<file path="config.mk">
export PLATFORM = sky130hd
export DESIGN_NAME = if_id_queue_flat
export DESIGN_NICKNAME = d
export VERILOG_FILES = /design/src/rtl/if_pkg.sv /design/src/rtl/if_id_queue_if.sv /design/src/rtl/if_queue_ram.sv /design/src/rtl/if_id_queue.sv /design/src/flat_wrapper.sv
export SDC_FILE = /design/constraint.sdc
export NUM_CORES = 1
export LEC_CHECK = 0
export ABC_CLOCK_PERIOD_IN_PS = 2700
export CAP_MARGIN = 10
export CORE_AREA = 5 5 120 122
export DETAILED_ROUTE_END_ITERATION = 6
export DIE_AREA = 0 0 125 127
export DONT_BUFFER_PORTS = 1
export PLACE_DENSITY = 0.62
export SLEW_MARGIN = 20
export SYNTH_ARGS = -nofsm -noshare
export SYNTH_HDL_FRONTEND = slang
export SYNTH_SLANG_ARGS = --single-unit
</file>
<file path="constraint.sdc">
create_clock -name clock -period 2.7 [get_ports clock]
set_input_delay 0.27 -clock clock [delete_from_list [all_inputs] [get_ports clock]]
set_output_delay 0.27 -clock clock [all_outputs]
set_load 0.01 [all_outputs]
</file>
<file path="src/rtl/if_pkg.sv">
// Shared definitions for the IF/ID fetch queue.
//   DATA_W    : default width of instruction and PC words
//   NOP_INSTR : instruction encoding presented to decode when the queue is empty
//   if_entry_t: one buffered {pc4, instr} pair, pc4 in the upper half
package if_pkg;

  localparam int DATA_W = 16;

  localparam logic [DATA_W-1:0] NOP_INSTR = 16'h0000;

  typedef struct packed {
    logic [DATA_W-1:0] pc4;
    logic [DATA_W-1:0] instr;
  } if_entry_t;

endpackage : if_pkg

</file>
<file path="src/rtl/if_id_queue_if.sv">
// Valid/ready stream carrying one {pc4, instr} pair per transfer.
//   valid : producer presents a pair
//   pc4   : PC+4 of the instruction
//   instr : instruction word
//   ready : consumer accepts the pair this cycle
// master = producer side, slave = consumer side.
interface if_id_queue_if
  import if_pkg::*;
#(
  parameter int W = if_pkg::DATA_W
);

  logic         valid;
  logic [W-1:0] pc4;
  logic [W-1:0] instr;
  logic         ready;

  modport master (output valid, output pc4, output instr, input ready);
  modport slave  (input valid, input pc4, input instr, output ready);

endinterface : if_id_queue_if

</file>
<file path="src/rtl/if_queue_ram.sv">
// DEPTH x W register array for the fetch queue.
//   clock : write clock
//   we    : write enable
//   waddr : write slot
//   wdata : write data
//   raddr : read slot
//   rdata : read data, combinational from raddr
module if_queue_ram #(
  parameter int DEPTH = 4,
  parameter int W     = 32,
  parameter int AW    = $clog2(DEPTH)
) (
  input  logic          clock,
  input  logic          we,
  input  logic [AW-1:0] waddr,
  input  logic [W-1:0]  wdata,
  input  logic [AW-1:0] raddr,
  output logic [W-1:0]  rdata
);

  logic [W-1:0] mem [DEPTH];

  // NOTE: storage is deliberately not reset; the queue forces its outputs to
  // zero when empty, so stale slots can never be seen.
  always_ff @(posedge clock) begin
    if (we) begin
      mem[waddr] <= wdata;
    end
  end

  assign rdata = mem[raddr];

endmodule : if_queue_ram

</file>
<file path="src/rtl/if_id_queue.sv">
// IF/ID fetch queue: buffers {PC+4, instruction} pairs from fetch and presents
// them to decode, stalls fetch when full, and discards everything on a flush.
//   clock      : rising-edge clock
//   reset_n    : synchronous active-low reset, overrides flush and handshakes
//   in_if      : fetch side (slave); ready low stalls the PC
//   out_if     : decode side (master); pc4/instr read as 0 when empty
//   flush      : redirect, empties the queue next cycle
//   level      : current occupancy
//   drop_count : saturating count of entries discarded by flush
module if_id_queue
  import if_pkg::*;
#(
  parameter int DATA_W = if_pkg::DATA_W,
  parameter int DEPTH  = 4,
  parameter int CNT_W  = 8,
  localparam int PTR_W = $clog2(DEPTH),
  localparam int LVL_W = PTR_W + 1
) (
  input  logic             clock,
  input  logic             reset_n,
  if_id_queue_if.slave     in_if,
  if_id_queue_if.master    out_if,
  input  logic             flush,
  output logic [LVL_W-1:0] level,
  output logic [CNT_W-1:0] drop_count
);

  localparam int ENTRY_W = 2 * DATA_W;
  // Wide enough for drop_count + level without overflow.
  localparam int SUM_W   = ((CNT_W > LVL_W) ? CNT_W : LVL_W) + 1;

  logic [PTR_W-1:0] wr_ptr_q, wr_ptr_d;
  logic [PTR_W-1:0] rd_ptr_q, rd_ptr_d;
  logic [LVL_W-1:0] level_q, level_d;
  logic [CNT_W-1:0] drop_q, drop_d;

  logic               full, empty;
  logic               push, pop;
  logic [SUM_W-1:0]   drop_sum;
  logic [ENTRY_W-1:0] head;

  // Ready and valid depend on stored state only: no pass-through when full.
  assign full  = (level_q == LVL_W'(DEPTH));
  assign empty = (level_q == '0);

  assign in_if.ready  = !full;
  assign out_if.valid = !empty;

  // Handshakes in a flush cycle belong to the wrong path and are dropped.
  assign push = in_if.valid && !full && !flush;
  assign pop  = out_if.ready && !empty && !flush;

  assign drop_sum = SUM_W'(drop_q) + SUM_W'(level_q);

  // NOTE: every always_comb target is defaulted first so no path leaves it
  // unassigned and no latch is inferred.
  always_comb begin
    wr_ptr_d = wr_ptr_q;
    rd_ptr_d = rd_ptr_q;
    level_d  = level_q;
    drop_d   = drop_q;

    if (flush) begin
      wr_ptr_d = '0;
      rd_ptr_d = '0;
      level_d  = '0;
      if (drop_sum > SUM_W'({CNT_W{1'b1}})) begin
        drop_d = '1;
      end else begin
        drop_d = drop_sum[CNT_W-1:0];
      end
    end else begin
      if (push) begin
        wr_ptr_d = wr_ptr_q + PTR_W'(1);
      end
      if (pop) begin
        rd_ptr_d = rd_ptr_q + PTR_W'(1);
      end
      // Simultaneous push and pop leaves the level unchanged.
      if (push && !pop) begin
        level_d = level_q + LVL_W'(1);
      end else if (pop && !push) begin
        level_d = level_q - LVL_W'(1);
      end
    end
  end

  // NOTE: reset is synchronous and sampled on the clock edge; sequential
  // state uses non-blocking assignments only.
  always_ff @(posedge clock) begin
    if (!reset_n) begin
      wr_ptr_q <= '0;
      rd_ptr_q <= '0;
      level_q  <= '0;
      drop_q   <= '0;
    end else begin
      wr_ptr_q <= wr_ptr_d;
      rd_ptr_q <= rd_ptr_d;
      level_q  <= level_d;
      drop_q   <= drop_d;
    end
  end

  if_queue_ram #(
    .DEPTH (DEPTH),
    .W     (ENTRY_W)
  ) u_ram (
    .clock (clock),
    .we    (push),
    .waddr (wr_ptr_q),
    .wdata ({in_if.pc4, in_if.instr}),
    .raddr (rd_ptr_q),
    .rdata (head)
  );

  assign out_if.pc4   = empty ? '0 : head[ENTRY_W-1:DATA_W];
  assign out_if.instr = empty ? DATA_W'(NOP_INSTR) : head[DATA_W-1:0];

  assign level      = level_q;
  assign drop_count = drop_q;

endmodule : if_id_queue
</file>
<file path="src/flat_wrapper.sv">
// flat-port wrapper written by rule: the top's interface ports become plain ports
module if_id_queue_flat import if_pkg::*;
#(
  parameter int DATA_W = if_pkg::DATA_W,
  parameter int DEPTH  = 4,
  parameter int CNT_W  = 8,
  localparam int PTR_W = $clog2(DEPTH),
  localparam int LVL_W = PTR_W + 1
)
  (clock, reset_n, flush, level, drop_count, in_if_valid, in_if_pc4, in_if_instr, in_if_ready, out_if_valid, out_if_pc4, out_if_instr, out_if_ready);
  if_id_queue_if in_if_i ();
  if_id_queue_if out_if_i ();
  input  logic clock;
  input  logic reset_n;
  input  logic flush;
  output logic [LVL_W-1:0] level;
  output logic [CNT_W-1:0] drop_count;
  input wire logic [$bits(in_if_i.valid)-1:0] in_if_valid;
  input wire logic [$bits(in_if_i.pc4)-1:0] in_if_pc4;
  input wire logic [$bits(in_if_i.instr)-1:0] in_if_instr;
  output wire logic [$bits(in_if_i.ready)-1:0] in_if_ready;
  output wire logic [$bits(out_if_i.valid)-1:0] out_if_valid;
  output wire logic [$bits(out_if_i.pc4)-1:0] out_if_pc4;
  output wire logic [$bits(out_if_i.instr)-1:0] out_if_instr;
  input wire logic [$bits(out_if_i.ready)-1:0] out_if_ready;
  assign in_if_i.valid = in_if_valid;
  assign in_if_i.pc4 = in_if_pc4;
  assign in_if_i.instr = in_if_instr;
  assign in_if_ready = in_if_i.ready;
  assign out_if_valid = out_if_i.valid;
  assign out_if_pc4 = out_if_i.pc4;
  assign out_if_instr = out_if_i.instr;
  assign out_if_i.ready = out_if_ready;
  if_id_queue #(.DATA_W(DATA_W), .DEPTH(DEPTH), .CNT_W(CNT_W)) u_core (.clock(clock), .reset_n(reset_n), .in_if(in_if_i), .out_if(out_if_i), .flush(flush), .level(level), .drop_count(drop_count));
endmodule
</file>
---- After elaboration in Yosys (flattened, before gate mapping) ----
Memories as Yosys holds them, arrays and structs flattened. A register that Yosys moved wholly into a read port is not among the register bits.
Index checks and enable logic that the tools add are counted.
word-level totals
  register bits after elaboration ......... 15
  latch bits .............................. 0
  RAM bits ................................ 128
  ROM bits ................................ 0
  bits of input ports ..................... 37
  output and inout bits ................... 45
  word-level logic and storage cells ...... 36
  memories ................................ 1
cells by class
  add/subtract/negate cells ............... 5
  $mul .................................... 0
  div/mod/pow operators ................... 0
  $lt $le $gt $ge ......................... 1
  equality and inequality tests ........... 1
  shifts and indexed selects .............. 0
  muxes and demuxes ....................... 9
  bitwise logic cells ..................... 1
  reductions and logical operators ........ 14
memories
  memory            depth  width  rd ports  clocked after memory_dff  wr ports  line                RTL
  u_core.u_ram.mem  4      32     1         1                         1         if_queue_ram.sv:21  logic [W-1:0] mem [DEPTH];
operators by type and width
  operator               count
  $mux W16               2
  $add A8 B3 Y9          1
  $gt A9 B8 Y1 const B   1
  $mux W8                1
  $logic_and A1 B1 Y1    6
  $mux W3                2
  $logic_not A1 Y1       5
  $add A2 B1 Y2 const B  2
  $mux W2                2
  $add A3 B1 Y3 const B  1
  $eq A3 B3 Y1 const B   1
  $logic_not A3 Y1       1
  $sub A3 B1 Y3 const B  1
  $mux W1                2
  $reduce_bool A2 Y1     1
  $reduce_or A2 Y1       1
  $not A1 Y1             1

---- Depth between registers and ports, before layout ----
  word-level depth ........................ 8
  gate-level depth with buffers ........... 8
  gate-level depth less buffers ........... 8

---- By module ----
Synthesis repeated with hierarchy kept, for this count alone.
unflattened totals
  cell total of the unflattened synthesis .. 295
  area, all modules ....................... 5713.0 um^2
by module, submodules not included
  module        times used  cells each  area each (um^2)  sequential area each (um^2)
  if_queue_ram  1           171         4689.5            3843.7
  if_id_queue   1           124         1023.5            300.3

---- Least setup slack after synthesis ----
Ideal clock, no wire load.
  kind .................................... reg-to-reg
  start point ............................. register u_core.level_q[1], in the netlist u_core.level[1]
  end point ............................... register u_core.level_q[2], in the netlist u_core.level[2]
  library setup time ...................... 0.070 ns
  data arrival time ....................... 2.126 ns
  data required time ...................... 2.630 ns
  setup slack ............................. 0.504 ns
  cell stages (with the launch flop) ...... 9
  path buffers ............................ 0
  clock period less this slack ............ 2.196 ns
  cell sequence ........................... dfxtp_1 > nor3b_1 > nor3_1 > ha_1 > inv_1 > fa_1 > xor2_1 > or3_1 > a21oi_1
on the way
  longest elaborated chain between the ends .. 7
  elaborated cells between the ends (all ways) .. 17
  classes of those cells .................. add/sub: 2; eq/ne: 1; mux: 2; reduce/logical: 12
ends and longest elaborated chain
  element                             line               RTL
  start, declared                     if_id_queue.sv:34  logic [LVL_W-1:0] level_q, level_d;
  start signal, assigned              if_id_queue.sv:99  level_q <= level_d;
  $eq A3 B3 Y1 *                      if_id_queue.sv:43  assign full = (level_q == LVL_W'(DEPTH));
  $logic_not A1 Y1 *                  if_id_queue.sv:50  assign push = in_if.valid && !full && !flush;
  $logic_and A1 B1 Y1 * (2 in a row)  if_id_queue.sv:50
  net u_core.push                     if_id_queue.sv:38  logic push, pop;
  $logic_not A1 Y1                    if_id_queue.sv:82  end else if (pop && !push) begin
  $logic_and A1 B1 Y1                 if_id_queue.sv:82
  $reduce_bool A2 Y1 (no line)        --
The timed path passes the listed nets; every way through them passes the cells marked *. The select of a mux whose other input is x is not followed.
A chain may end at the register's enable or synchronous reset.

---- Worst setup path after layout ----
  start point ............................. register u_core.level_q[2], in the netlist u_core.level[2]
  end point ............................... register u_core.level_q[2], in the netlist u_core.level[2]
Same word-level chain as after synthesis.

==> flow_summary_export.csv <==
group,metric,value,unit
layout,fillers,1049,
yosys,synth_nets,352,
yosys,synth_area,5800,um^2
drt,routed_wl,10600,um
placement,dpl.hpwl,6550,um
cts,cts.sinks,145,
sta,hold_slack,0.0264,ns
floorplanning,start_util,0.443,
sta,finalCritPeriodShare,0.894,
cts,cts_buffers,17,
global_route,track_usage,0.144,
placement,placed_cell_area,6070,um^2
pwr,ir_drop,0.419,mV
drt,routed_via_density,5.29,
layout,final_common_cell,"edfxtp_1",
global_route,grt_overflow_total,0,
yosys,ys_warn_count,0,
drt,dr_total_vias,2896,
drt,remaining_drc_errors,0,
run_status,status,"finished clean",
cts,cts_buffer_depth,2,
drt,routedWlPerCell,19.4,um
critical_path,cp-end-kind,"register",
critical_path,slowest_stage,"nor3_1",
cts,clkLatencyLatePin,0.41,ns
yosys,synth_top_flop_cell,"edfxtp_1",
cts,post_cts_buffers,0,
floorplanning,rows,42,
floorplanning,coreArea,13100,um^2
yosys,synth-async-reset-ratio,0,
cts,h-tree-depth,4,
placement,dp_cells,480,
sta,skew,0.00450,ns
layout,final_layout_size_suffix_gt1_frac,0.199,
yosys,synthTopCellsByArea,"edfxtp_1, mux4_2, dfxtp_1, and2_1, ha_1",
yosys,ys_seq_area_frac,0.722,
critical_path,crit_chain,"nor3b_1 -> nor3_1 -> ha_1 -> inv_1 -> fa_1 -> xor2_1 -> or3_1 -> a21oi_1",
global_route,grt_start_max_net_pins,34,
layout,layout_common_cells,"edfxtp_1, dlygate4sd3_1, and2_1",
floorplanning,dieHeight,127,um
critical_path,cp_max_fo,8,
sta,max_freq,0.414,GHz
yosys,synth_area_per_cell,19.0,um^2
yosys,netlist-cell-type-count,37,
critical_path,arrival,2.75,ns
floorplanning,dieArea,15900,um^2
placement,pre_cts_ws,0.292,ns
drt,first_iter_violations,164,
sta,rsz0062_at_grt,"false",
drt,drtPass1Iterations,4,
global_route,grt_pass1_wl,17000,um
pwr,power.total,5.05,mW
sta,setup_tns,0,ns
layout,num-nets-final,405,
critical_path,critPathLaunchType,"register",
placement,port_buffers,0,
critical_path,path_class,"reg -> reg",
yosys,synth_seq_cells,145,
cts,clk_pin_slew,0.06,ns
floorplanning,die_w,125,um
cts,cts_root_buf,"clkbuf_16",
critical_path,worst-path-buf-inv,1,
cts,cts_hold_buf,35,
global_route,grt_pass1_vias,3073,
sta,slew_violations,0,
global_route,antenna_found_initial,0,
drt,ant_nets,0,
sta,min_period,2.41,ns
sta,setup_viol,0,
job,max-cap-violations,0,
cts,cts_resized,0,
yosys,synth_enable_flop_cells,128,
layout,finish.utilization,0.535,
layout,final_area,7000,um^2
critical_path,critPathTopFamily,"simple AND/OR/NAND/NOR gates",
sta,timing.final.ws_setup,0.286,ns
sta,maxSlewHeadroom,0.579,
yosys,syn_inst,305,
sta,worst-slew-pin-transition,0.627,ns
floorplanning,io_pins,82,
cts,cts_tree,"built",
yosys,synth_top_area_frac,0.663,
critical_path,critical_path_required,3.04,ns
pwr,p_leak,2.31,nW
placement,gp_congestion,0.709,
hold_path,hold_path.class,"in -> reg",
layout,area_growth,20.7,%
layout,num_antenna_cells,0,
critical_path,critPathMaxStageDelay,0.41,ns
pwr,powerDensity,722,nW/um^2
layout,final-instance-count-excl-fill,547,
yosys,synth_area_leader_cell,"edfxtp_1",
sta,finalHoldViolations,0,
per-layer routing:
layer | GRT usage | part of all wire
met5 | 0 | 0
met4 | 0.0631 | 0.019
met2 | 0.237 | 0.51
met1 | 0.172 | 0.41
met3 | 0.0501 | 0.052
registers in the layout (all words and copies together) (netlist names), named ones only:
name and count:
u_core.rd_ptr_q 2, u_core.level 3, u_core.drop_count 8, u_core.u_ram.mem 128, u_core.wr_ptr_q 2
synthesized netlist by cell type (5+ instances only):
cell,number
edfxtp_1,128
inv_1,7
xor2_1,5
and2_1,36
o21ai_0,7
dfxtp_1,17
nor2_1,5
clkbuf_1,6
mux4_2,30
a31oi_1,7
a21oi_1,7
ha_1,8
path summary, 6_finish.rpt:
kind / startpoint / end / slack, ns / depth (start not counted)
setup reg to reg: u_core.level[2] / u_core.level[2] / 0.29 / 8
hold / removal: in_if_valid / u_core.wr_ptr_q[1] / 0.03 / 2
setup / recovery: u_core.level[2] / u_core.level[2] / 0.29 / 8
hold reg to reg: u_core.wr_ptr_q[0] / u_core.wr_ptr_q[0] / 0.53 / 2
cell families (layout without fill, tap and decap cells):
logic type / Yosys count / in the layout / synth area share
buf+inv: 20 / 86 / 0.0233
mux: 33 / 33 / 0.127
simple gates: 61 / 61 / 0.0634
compound gates: 31 / 31 / 0.0326
fa+ha+maj: 10 / 10 / 0.0242
xor+xnor: 5 / 5 / 0.00755
flops: 145 / 145 / 0.722
power breakdown:
part	total (mW)	internal, mW	switching (mW)	leakage [nW]
clock	2.27	1.44	0.832	0.278
combinational	0.276	0.125	0.151	0.728
sequential	2.50	2.48	0.0186	1.30
total	5.05	4.05	1.00	2.31
area by class of cell:
type | instances | area (um^2) | area share
clock buffers | 20 | 437 | 0.0624
flip-flops and latches | 145 | 4190 | 0.598
multi-input cells | 140 | 1480 | 0.212
repair buffers | 47 | 503 | 0.0719
clock inverters | 12 | 140 | 0.0200
well taps | 176 | 220 | 0.0315
inverters | 7 | 26.3 | 0.00376
worst register-to-register path: stages, from the launching register on:
cell	delay, ns
dfxtp_1	0.40
nor3b_1	0.22
nor3_1	0.41
ha_1	0.28
inv_1	0.06
fa_1	0.37
xor2_1	0.16
or3_1	0.30
a21oi_1	0.14
(Power assumes the default switching activity.)
